<file path="src/rtl/fir_pkg.sv">
// Shared sizing and state encoding for the FIR sample sequencer.
package fir_pkg;

   localparam int DATA_W = 16;
   localparam int TAPS   = 64;
   localparam int ADDR_W = 6;

   typedef enum logic [1:0] {
      ST_CLEAR = 2'd0,
      ST_IDLE  = 2'd1,
      ST_WRITE = 2'd2,
      ST_READ  = 2'd3
   } fir_state_t;

endpackage

</file>
<file path="src/rtl/fir_sample_seq.sv">
// FIR input sequencer: pops FIFO samples into a circular IMEM delay line
// and streams x[n-k], k=0..TAPS-1, newest first, to the FIR ALU.
//
// state    | meaning
// ---------+------------------------------------------------------------
// ST_CLEAR | zero-fill IMEM, one address per cycle, 0..TAPS-1
// ST_IDLE  | wait for a sample in the FIFO
// ST_WRITE | pop FIFO, write sample at wptr, capture k=0 word in bypass
// ST_READ  | read (base-k) for k=1..TAPS-1, then next sample or idle
module fir_sample_seq #(
   parameter int DATA_W = fir_pkg::DATA_W,
   parameter int TAPS   = fir_pkg::TAPS,
   parameter int ADDR_W = fir_pkg::ADDR_W
) (
   input  logic              clk,
   input  logic              rst,
   input  logic              fifo_empty,
   input  logic [DATA_W-1:0] fifo_out,
   output logic              fifo_rd,
   output logic              imem_cen,
   output logic              imem_wen,
   output logic [ADDR_W-1:0] imem_a,
   output logic [DATA_W-1:0] imem_d,
   input  logic [DATA_W-1:0] imem_q,
   output logic              samp_valid,
   output logic [DATA_W-1:0] samp_data,
   output logic [ADDR_W-1:0] tap_idx,
   output logic              frame_last
);

   import fir_pkg::*;

   localparam logic [ADDR_W-1:0] ADDR_LAST = ADDR_W'(TAPS - 1);

   fir_state_t        state;
   fir_state_t        state_nxt;
   logic [ADDR_W-1:0] clr_cnt;
   logic [ADDR_W-1:0] wptr;
   logic [ADDR_W-1:0] base;
   logic [ADDR_W-1:0] k;
   logic [DATA_W-1:0] bypass;

   // State register plus the address counters and the k=0 bypass word.
   always_ff @(posedge clk) begin
      if (rst) begin
         state   <= ST_CLEAR;
         clr_cnt <= '0;
         wptr    <= '0;
         base    <= '0;
         k       <= '0;
         bypass  <= '0;
      end else begin
         state <= state_nxt;
         case (state)
            ST_CLEAR: clr_cnt <= clr_cnt + ADDR_W'(1);
            ST_WRITE: begin
               bypass <= fifo_out;
               base   <= wptr;
               wptr   <= wptr + ADDR_W'(1);
               k      <= ADDR_W'(1);
            end
            ST_READ:  k <= k + ADDR_W'(1);
            default:  ;
         endcase
      end
   end

   // Next state and IMEM/FIFO strobes; everything is held idle while rst is high.
   always_comb begin
      state_nxt = state;
      fifo_rd   = 1'b0;
      imem_cen  = 1'b1;
      imem_wen  = 1'b1;
      imem_a    = '0;
      imem_d    = '0;
      case (state)
         ST_CLEAR: begin
            imem_cen = 1'b0;
            imem_wen = 1'b0;
            imem_a   = clr_cnt;
            if (clr_cnt == ADDR_LAST) state_nxt = ST_IDLE;
         end
         ST_IDLE: begin
            if (!fifo_empty) state_nxt = ST_WRITE;
         end
         ST_WRITE: begin
            fifo_rd   = 1'b1;
            imem_cen  = 1'b0;
            imem_wen  = 1'b0;
            imem_a    = wptr;
            imem_d    = fifo_out;
            state_nxt = ST_READ;
         end
         ST_READ: begin
            imem_cen = 1'b0;
            imem_a   = base - k;
            if (k == ADDR_LAST) state_nxt = fifo_empty ? ST_IDLE : ST_WRITE;
         end
         default: state_nxt = ST_CLEAR;
      endcase
      if (rst) begin
         fifo_rd  = 1'b0;
         imem_cen = 1'b1;
         imem_wen = 1'b1;
         imem_a   = '0;
         imem_d   = '0;
      end
   end

   // Output stage: valid/tap/last trail the WRITE/READ cycle by one clock,
   // lining up with the IMEM read latency.
   always_ff @(posedge clk) begin
      if (rst) begin
         samp_valid <= 1'b0;
         tap_idx    <= '0;
         frame_last <= 1'b0;
      end else begin
         samp_valid <= (state == ST_WRITE) || (state == ST_READ);
         tap_idx    <= (state == ST_READ) ? k : '0;
         frame_last <= (state == ST_READ) && (k == ADDR_LAST);
      end
   end

   // k=0 comes from the bypass register since IMEM is busy writing it that cycle.
   assign samp_data = !samp_valid     ? '0     :
                      (tap_idx == '0) ? bypass : imem_q;

endmodule

</file>
<file path="config.mk">
export PLATFORM = sky130hd
export DESIGN_NAME = fir_sample_seq
export DESIGN_NICKNAME = d
export VERILOG_FILES = /design/src/rtl/fir_pkg.sv /design/src/rtl/fir_sample_seq.sv
export SDC_FILE = /design/constraint.sdc
export NUM_CORES = 1
export LEC_CHECK = 0
export CAP_MARGIN = 30
export CORE_MARGIN = 1
export CORE_UTILIZATION = 40
export CTS_CLUSTER_DIAMETER = 60
export DETAILED_ROUTE_END_ITERATION = 8
export PLACE_DENSITY = 0.71
export SYNTH_ARGS = -nofsm -noshare
export SYNTH_HDL_FRONTEND = slang
export SYNTH_SLANG_ARGS = --single-unit
</file>
<file path="constraint.sdc">
create_clock -name clk -period 2.4 [get_ports clk]
set_clock_uncertainty 0.15 [all_clocks]
set_input_delay 0.48 -clock clk [delete_from_list [all_inputs] [get_ports clk]]
set_output_delay 0.48 -clock clk [all_outputs]
set_load 0.05 [all_outputs]
</file>
==> summary.md, run 1 <==
| Metric | Value |
|---|---|
| CP Launch Type | flop |
| Worst-Margin Slew | 0.5161 ns |
| Max VDD drop | 218.6 uV |
| Die Ht | 82.27 um |
| Sink Count | 50 |
| Number of synthesized register bits | 50 |
| DP HPWL | 5124 um |
| CTS Hold Bufs | 0 |
| Diode count | 0 |
| Synthesized net count | 356 |
| Post-Syn Area | 2577 um2 |
| Vias | 2556 |
| Synth Flop Type | dfxtp_1 |
| Global route overflow | 0 |
| Slew margin rel. | 65.55% |
| PwrDens | 368.6 nW/um2 |
| 1st-iter DRT viols | 122 |
| Yosys cell types | 40 |
| CP endpoint kind | output port |
| Core Rows | 28 |
| Number of max-cap violations | 0 |
| Max Fclk | 364.1 MHz |
| YS warnings | 0 |
| Final cell count without fillers | 487 |
| Final Worst Setup Slack | -0.3465 ns |
| Largest net degree at the start of global routing | 30 |
| Failing checks | negative setup slack |
| RSZ-0062 raised after global routing | yes |
| Share of layout cells above drive strength 1 | 31.80% |
| Sequential share of the synthesized area | 38.83% |
| Die Span X | 82.27 um |
| Critical path class | reg2out |
| Final Max Slew Viols | 0 |
| Area used by multi-input combinational logic | 1664 um2 |
| H-tree levels | 2 |
| Residual DRC | 0 |
| TritonCTS clock tree | done |
| Nets | 455 |
| Leakage power of the design | 1.568 nW |
| Routed wire length | 7847 um |
| Final worst path period need | 2.747 ns |
| Initial antenna violation count | 0 |
| Worst path required time | 1.77 ns |
| Detailed Routing Iterations Pass 1 | 4 |
| Vias per std cell | 5.248 |
| Register Area | 1010 um2 |
| Clock Latency Late Sink | 0.32 ns |
| EDFF count, synth | 0 |
| Clock transition at path regs | 0.10 ns |
| Outcome | finished with violations |
| Vias in the first global route | 2415 |
| Fraction of registers with async set/reset | 0% |
| Root Driver | clkbuf_8 |
| Critical Path AT | 2.12 ns |
| Placed Cells | 470 |
| Hold Path Class | reg2reg |
| Core area | 6061 um2 |
| I/O pin count | 84 |
| IO buf count | 83 |
| DRT antenna net count | 0 |
| GRT Total Usage | 23.08% |
| Total Die Area | 6768 um2 |
| Fin crit share | 114.4% |
| Average wire per standard cell | 16.11 um |
| Syn avg cell area | 8.261 um2 |
| First-pass GRT wire length | 11670 um |
| Num CTS Buffers | 5 |
| Initial Util | 42.53% |
| Worst Path Max Fanout | 3 |
| Area delta synth->final | 70.39% |
| CTS max path bufs | 2 |
| Final hold vios | 0 |
| Final core occ | 72.46% |
| Gpl congestion | 0.8612 |
| Fill cells | 446 |
| Final setup vio count | 5 |
| Reg2reg setup slack | 0.69 ns |
| Post-Syn Instances | 312 |
## sequential cells by signal (all words and copies together), names as in the netlist
signal	count
base	6
samp_valid	1
state	2
wptr	6
k	6
bypass	16
tap_idx	6
clr_cnt	6
frame_last	1
## logic make-up after synthesis
group           count (synthesis)  share of synthesized area (%)
compound gates                 46                          10.63
mux                            23                          8.981
flops                          50                          38.83
xor+xnor                       16                          5.437
simple gates                  142                          26.84
buf+inv                        26                          4.611
fa+ha+maj                       9                          4.660
## cells in the mapped netlist (4+ instances only)
library cell,count,share of area [%]
buf_2,5,0.97
and2_1,18,4.4
and3_1,5,1.2
dfxtp_1,50,39
o21ai_0,4,0.78
inv_1,8,1.2
nor2b_1,18,4.4
ha_1,8,3.9
xnor2_1,7,2.4
mux2i_1,22,8.5
xor2_1,9,3.1
nand2_1,54,7.9
nand4_1,7,1.7
clkbuf_1,9,1.3
nor3_1,8,1.6
nor2_1,22,3.2
a21oi_1,29,5.6
## worst paths after layout
| check | cells past startpoint | end | start |
|---|---|---|---|
| worst max-delay path | 7 | imem_a[5] | k[3]$_SDFFE_PP0P_ |
| worst min-delay path | 2 | bypass[3]$_SDFFE_PP0P_ | bypass[3]$_SDFFE_PP0P_ |
| worst max register to register | 5 | base[1]$_SDFFE_PP0P_ | state[0]$_SDFFE_PP0P_ |
| worst min register to register | 2 | bypass[3]$_SDFFE_PP0P_ | bypass[3]$_SDFFE_PP0P_ |
## cells in the final DEF (no fill, tap or decap), drive strengths merged, types with 3 or more instances in the layout
master         instances
nor2b                 18
o21ai                  4
and2                  18
xor2                   9
nor3                   8
buf                   68
ha                     8
clkdlybuf4s50         40
nor2                  23
xnor2                  7
mux2i                 22
nand4                  7
a21oi                 29
nand2                 55
dfxtp                 50
and3                   5
nand3                  3
clkbuf                 7
inv                   10
## stage by stage
stage               area [um2]  setup WS [ns]  hold WS (ns)  setup TNS (ns)  total power (W)
detailed placement        4018       -0.05967        0.2973        -0.07179         0.001002
finish                    4392        -0.3465        0.3086          -1.184         0.001619
floorplan                 2644       -0.04069        0.2857        -0.04069        0.0009082
global route              4392        -0.4247        0.2977          -1.810         0.001679
CTS                       4297        -0.2778        0.3011          -1.050         0.001621
global placement          4018      -0.004694        0.2920       -0.004694        0.0009998
## per-layer routing
| metal | vias to the layer above | track usage, % | wire length [um] |
|---|---|---|---|
| met5 | - | 0 | 0 |
| met4 | 0 | 9.123 | 225 |
| met3 | 19 | 5.824 | 460 |
| met2 | 87 | 38.84 | 3927 |
| met1 | 1207 | 28.06 | 3233 |
| li1 | 1243 | - | - |
## area by class of cell
class	count	area share (%)
Clock buffer	5	1.567
Clock inverter	3	1.083
Inverter	8	0.6838
Multi-Input combinational cell	236	37.89
Sequential cell	50	22.99
Tap cell	75	2.137
Timing Repair Buffer	110	33.65
## worst max-delay path: stages, from the launching register on
cell,delay [ns]
dfxtp_2,0.34
inv_1,0.08
ha_4,0.30
a21o_1,0.12
a21oi_1,0.10
a2111o_1,0.45
o211ai_1,0.17
clkbuf_16,0.23
## timing repair
item / CTS / global route
pin swaps: 11 / 8
gates cloned: 0 / 2
resized for setup: 24 / 24
setup endpoints to repair: 6 / 32
setup buffers: 6 / 1
## where the power goes
group	leakage (nW)	total (W)	internal [W]	switching, W
clock network	0.0591	0.000631	0.000318	0.000312
registers	0.407	0.000839	0.000834	0.00000498
logic	1.10	0.000149	0.0000847	0.0000647
total	1.57	0.00162	0.00124	0.000382
No activity file was read; power rests on OpenSTA's default activity.
==> inputs of run 2 (changes only) <==
GPL_TIMING_DRIVEN = 0   (was default)
HOLD_SLACK_MARGIN = 0.06   (was default)
==> run 2 against run 1 <==
The run still ends with negative setup slack left. First-iteration DRC count down 25%. Setup slack better by 0.048 ns. Register-to-register slack improved by 0.13 ns. Sequential power is essentially flat. Sequential share of layout area grew 3.2 points. Clock-buffer cell count up 2. Global-route usage down 0.71 points. Combinational power fell by 13%. Die area did not move. Wire length down 6.0%. Final cell count is 0.62% higher. Hold slack worse by 0.00091 ns. Critical endpoint unchanged.
==> summary.md, run 2 (synthesis results as in run 1) <==
| Metric | Value |
|---|---|
| Clock Latency Late Sink | 0.31 ns (about the same) |
| Max reg flops | 16 (unchanged) |
| CP Launch Type | flop |
| Nets | 458 (+0.66%) |
| Critical Path AT | 2.07 ns (-0.05 ns) |
| Worst slack, placed | -0.8648 ns (-0.8051 ns) |
| Residual DRC | 0 (unchanged) |
| Diode count | 0 (unchanged) |
| Global route overflow | 0 (unchanged) |
| PwrDens | 402.6 nW/um2 (+9.2%) |
| Core Rows | 28 (unchanged) |
| Top reg by flops | bypass |
| Share of layout cells above drive strength 1 | 28.43% (-3.4 points) |
| Die Ht | 82.27 um (unchanged) |
| GRT Total Usage | 22.37% (-0.71 points) |
| Final hold vios | 0 (unchanged) |
| Die Span X | 82.27 um (unchanged) |
| Total Die Area | 6768 um2 (unchanged) |
| DRT antenna net count | 0 (unchanged) |
| Max VDD drop | 224.4 uV (+2.7%) |
| Worst path required time | 1.77 ns (about the same) |
| Reg2reg setup slack | 0.82 ns (+0.13 ns) |
| Initial antenna violation count | 0 (unchanged) |
| Worst-Margin Slew | 0.5779 ns (+0.06181 ns) |
| I/O pin count | 84 (unchanged) |
| Fin crit share | 112.4% (-2.0 points) |
| 1st-iter DRT viols | 92 (-25%) |
| Area delta synth->final | 50.19% |
| Worst Path Max Fanout | 3 (unchanged) |
| Vias in the first global route | 2351 (-2.7%) |
| Finished Cell Area | 3871 um2 (-12%) |
| Outcome | finished with violations |
| Placed cell areas | 3558 um2 (-11%) |
| Detailed Routing Iterations Pass 1 | 4 (unchanged) |
| Fin Setup TNS | -1.008 ns (+0.1758 ns) |
| Most common cell after layout, fill and taps aside | nand2_1 |
| Num CTS Buffers | 5 (unchanged) |
| Failing checks | negative setup slack |
| Final Max Slew Viols | 0 (unchanged) |
| Largest net degree at the start of global routing | 15 (-50%) |
| Clock transition at path regs | 0.09 ns (about the same) |
| First-pass GRT wire length | 11210 um (-3.9%) |
| H-tree levels | 2 (unchanged) |
| DP HPWL | 5132 um (+0.15%) |
| Most frequent cells in the layout | 53 x nand2_1, 43 x dfxtp_1, 41 x clkdlybuf4s50_1 |
| Vias | 2520 (-1.4%) |
| Gpl congestion | 0.8587 (-0.29%) |
| RSZ-0062 raised after global routing | yes |
| Critical path class | reg2out |
| Vias per std cell | 5.143 (-2.0%) |
| Final setup vio count | 5 (unchanged) |
| Number of max-cap violations | 0 (unchanged) |
| TritonCTS clock tree | done |
| Average wire per standard cell | 15.06 um (-6.6%) |
| Reg2reg path depth | 5 (unchanged) |
| Hold Path Class | reg2reg |
| Initial Util | 42.53% (unchanged) |
| Slew margin rel. | 61.47% (-4.1 points) |
| IO buf count | 82 (-1.2%) |
| Worst Hold Path Cells | 2 (unchanged) |
| Core area | 6061 um2 (unchanged) |
| Final Worst Setup Slack | -0.2985 ns (+0.04808 ns) |
| Sink Count | 50 (unchanged) |
| CTS max path bufs | 2 (unchanged) |
| CP endpoint kind | output port |
| Root Driver | clkbuf_8 |
| Final worst path period need | 2.698 ns (-0.04808 ns) |
| Max Fclk | 370.6 MHz (+1.8%) |
| Routed wire length | 7377 um (-6.0%) |
| Leakage power of the design | 1.438 nW (-8.3%) |
| CTS Hold Bufs | 0 (unchanged) |
## run 2: cell types whose count changed in the layout (fill, tap and decap cells not counted), sizes merged
cell / before / now
clkdlybuf4s15: 0 / 1
buf: 68 / 57
clkdlybuf4s50: 40 / 41
clkbuf: 7 / 21
inv: 10 / 8
## run 2: stage by stage
step	total power (W)	hold slack, ns	util [%]	std cells
detailed placement	0.0009867	0.2956	58.71	469
finish	0.001558	0.3077	63.87	490
global route	0.001610	0.3342	63.87	490
global placement	0.0009857	0.2918	58.71	469
CTS	0.001560	0.3067	64.16	489
floorplan	0.0009082	0.2857	-	312
## run 2: worst paths after layout
check                     startpoint                      end
max                k[1]$_SDFFE_PP0P_                imem_a[5]
min          bypass[14]$_SDFFE_PP0P_  bypass[14]$_SDFFE_PP0P_
max reg2reg    state[0]$_SDFFE_PP0P_  bypass[10]$_SDFFE_PP0P_
min reg2reg  bypass[14]$_SDFFE_PP0P_  bypass[14]$_SDFFE_PP0P_
## run 2: per-layer routing
metal | share of wire (%) | wire length (um) | global-route usage (%)
met1 | 42 | 3114 | 26.38
met2 | 52 | 3815 | 39.59
met3 | 4.6 | 340 | 4.505
met4 | 1.5 | 108 | 8.596
met5 | 0 | 0 | 0
## run 2: layout make-up
cell class	count	area [um2]
fillers	543	2190
multi-input cells	236	1640
flip-flops and latches	50	1012
repair buffers	95	888.4
plain buffers	18	100.1
well taps	75	93.84
clock buffers	7	76.32
clock inverters	1	30.03
inverters	8	30.03
## run 2: worst max-delay path, stage by stage, from the launching register on
cell,delay (ns)
dfxtp_2,0.35
inv_2,0.06
ha_4,0.25
nor2b_4,0.15
o2111ai_2,0.15
a2111o_1,0.40
o211ai_1,0.15
buf_4,0.26
## run 2: what timing repair did
item,in CTS,in global routing
pin swaps,13,1
setup buffers,11,1
gates cloned,1,0
setup endpoints to repair,41,36
resized for setup,245,35
## run 2: power breakdown
part           total, W  switching (W)  leakage (nW)  internal [W]
Sequential     0.000838     0.00000542         0.407      0.000832
Clock          0.000591       0.000278        0.0524      0.000312
Combinational  0.000130      0.0000620         0.978     0.0000680
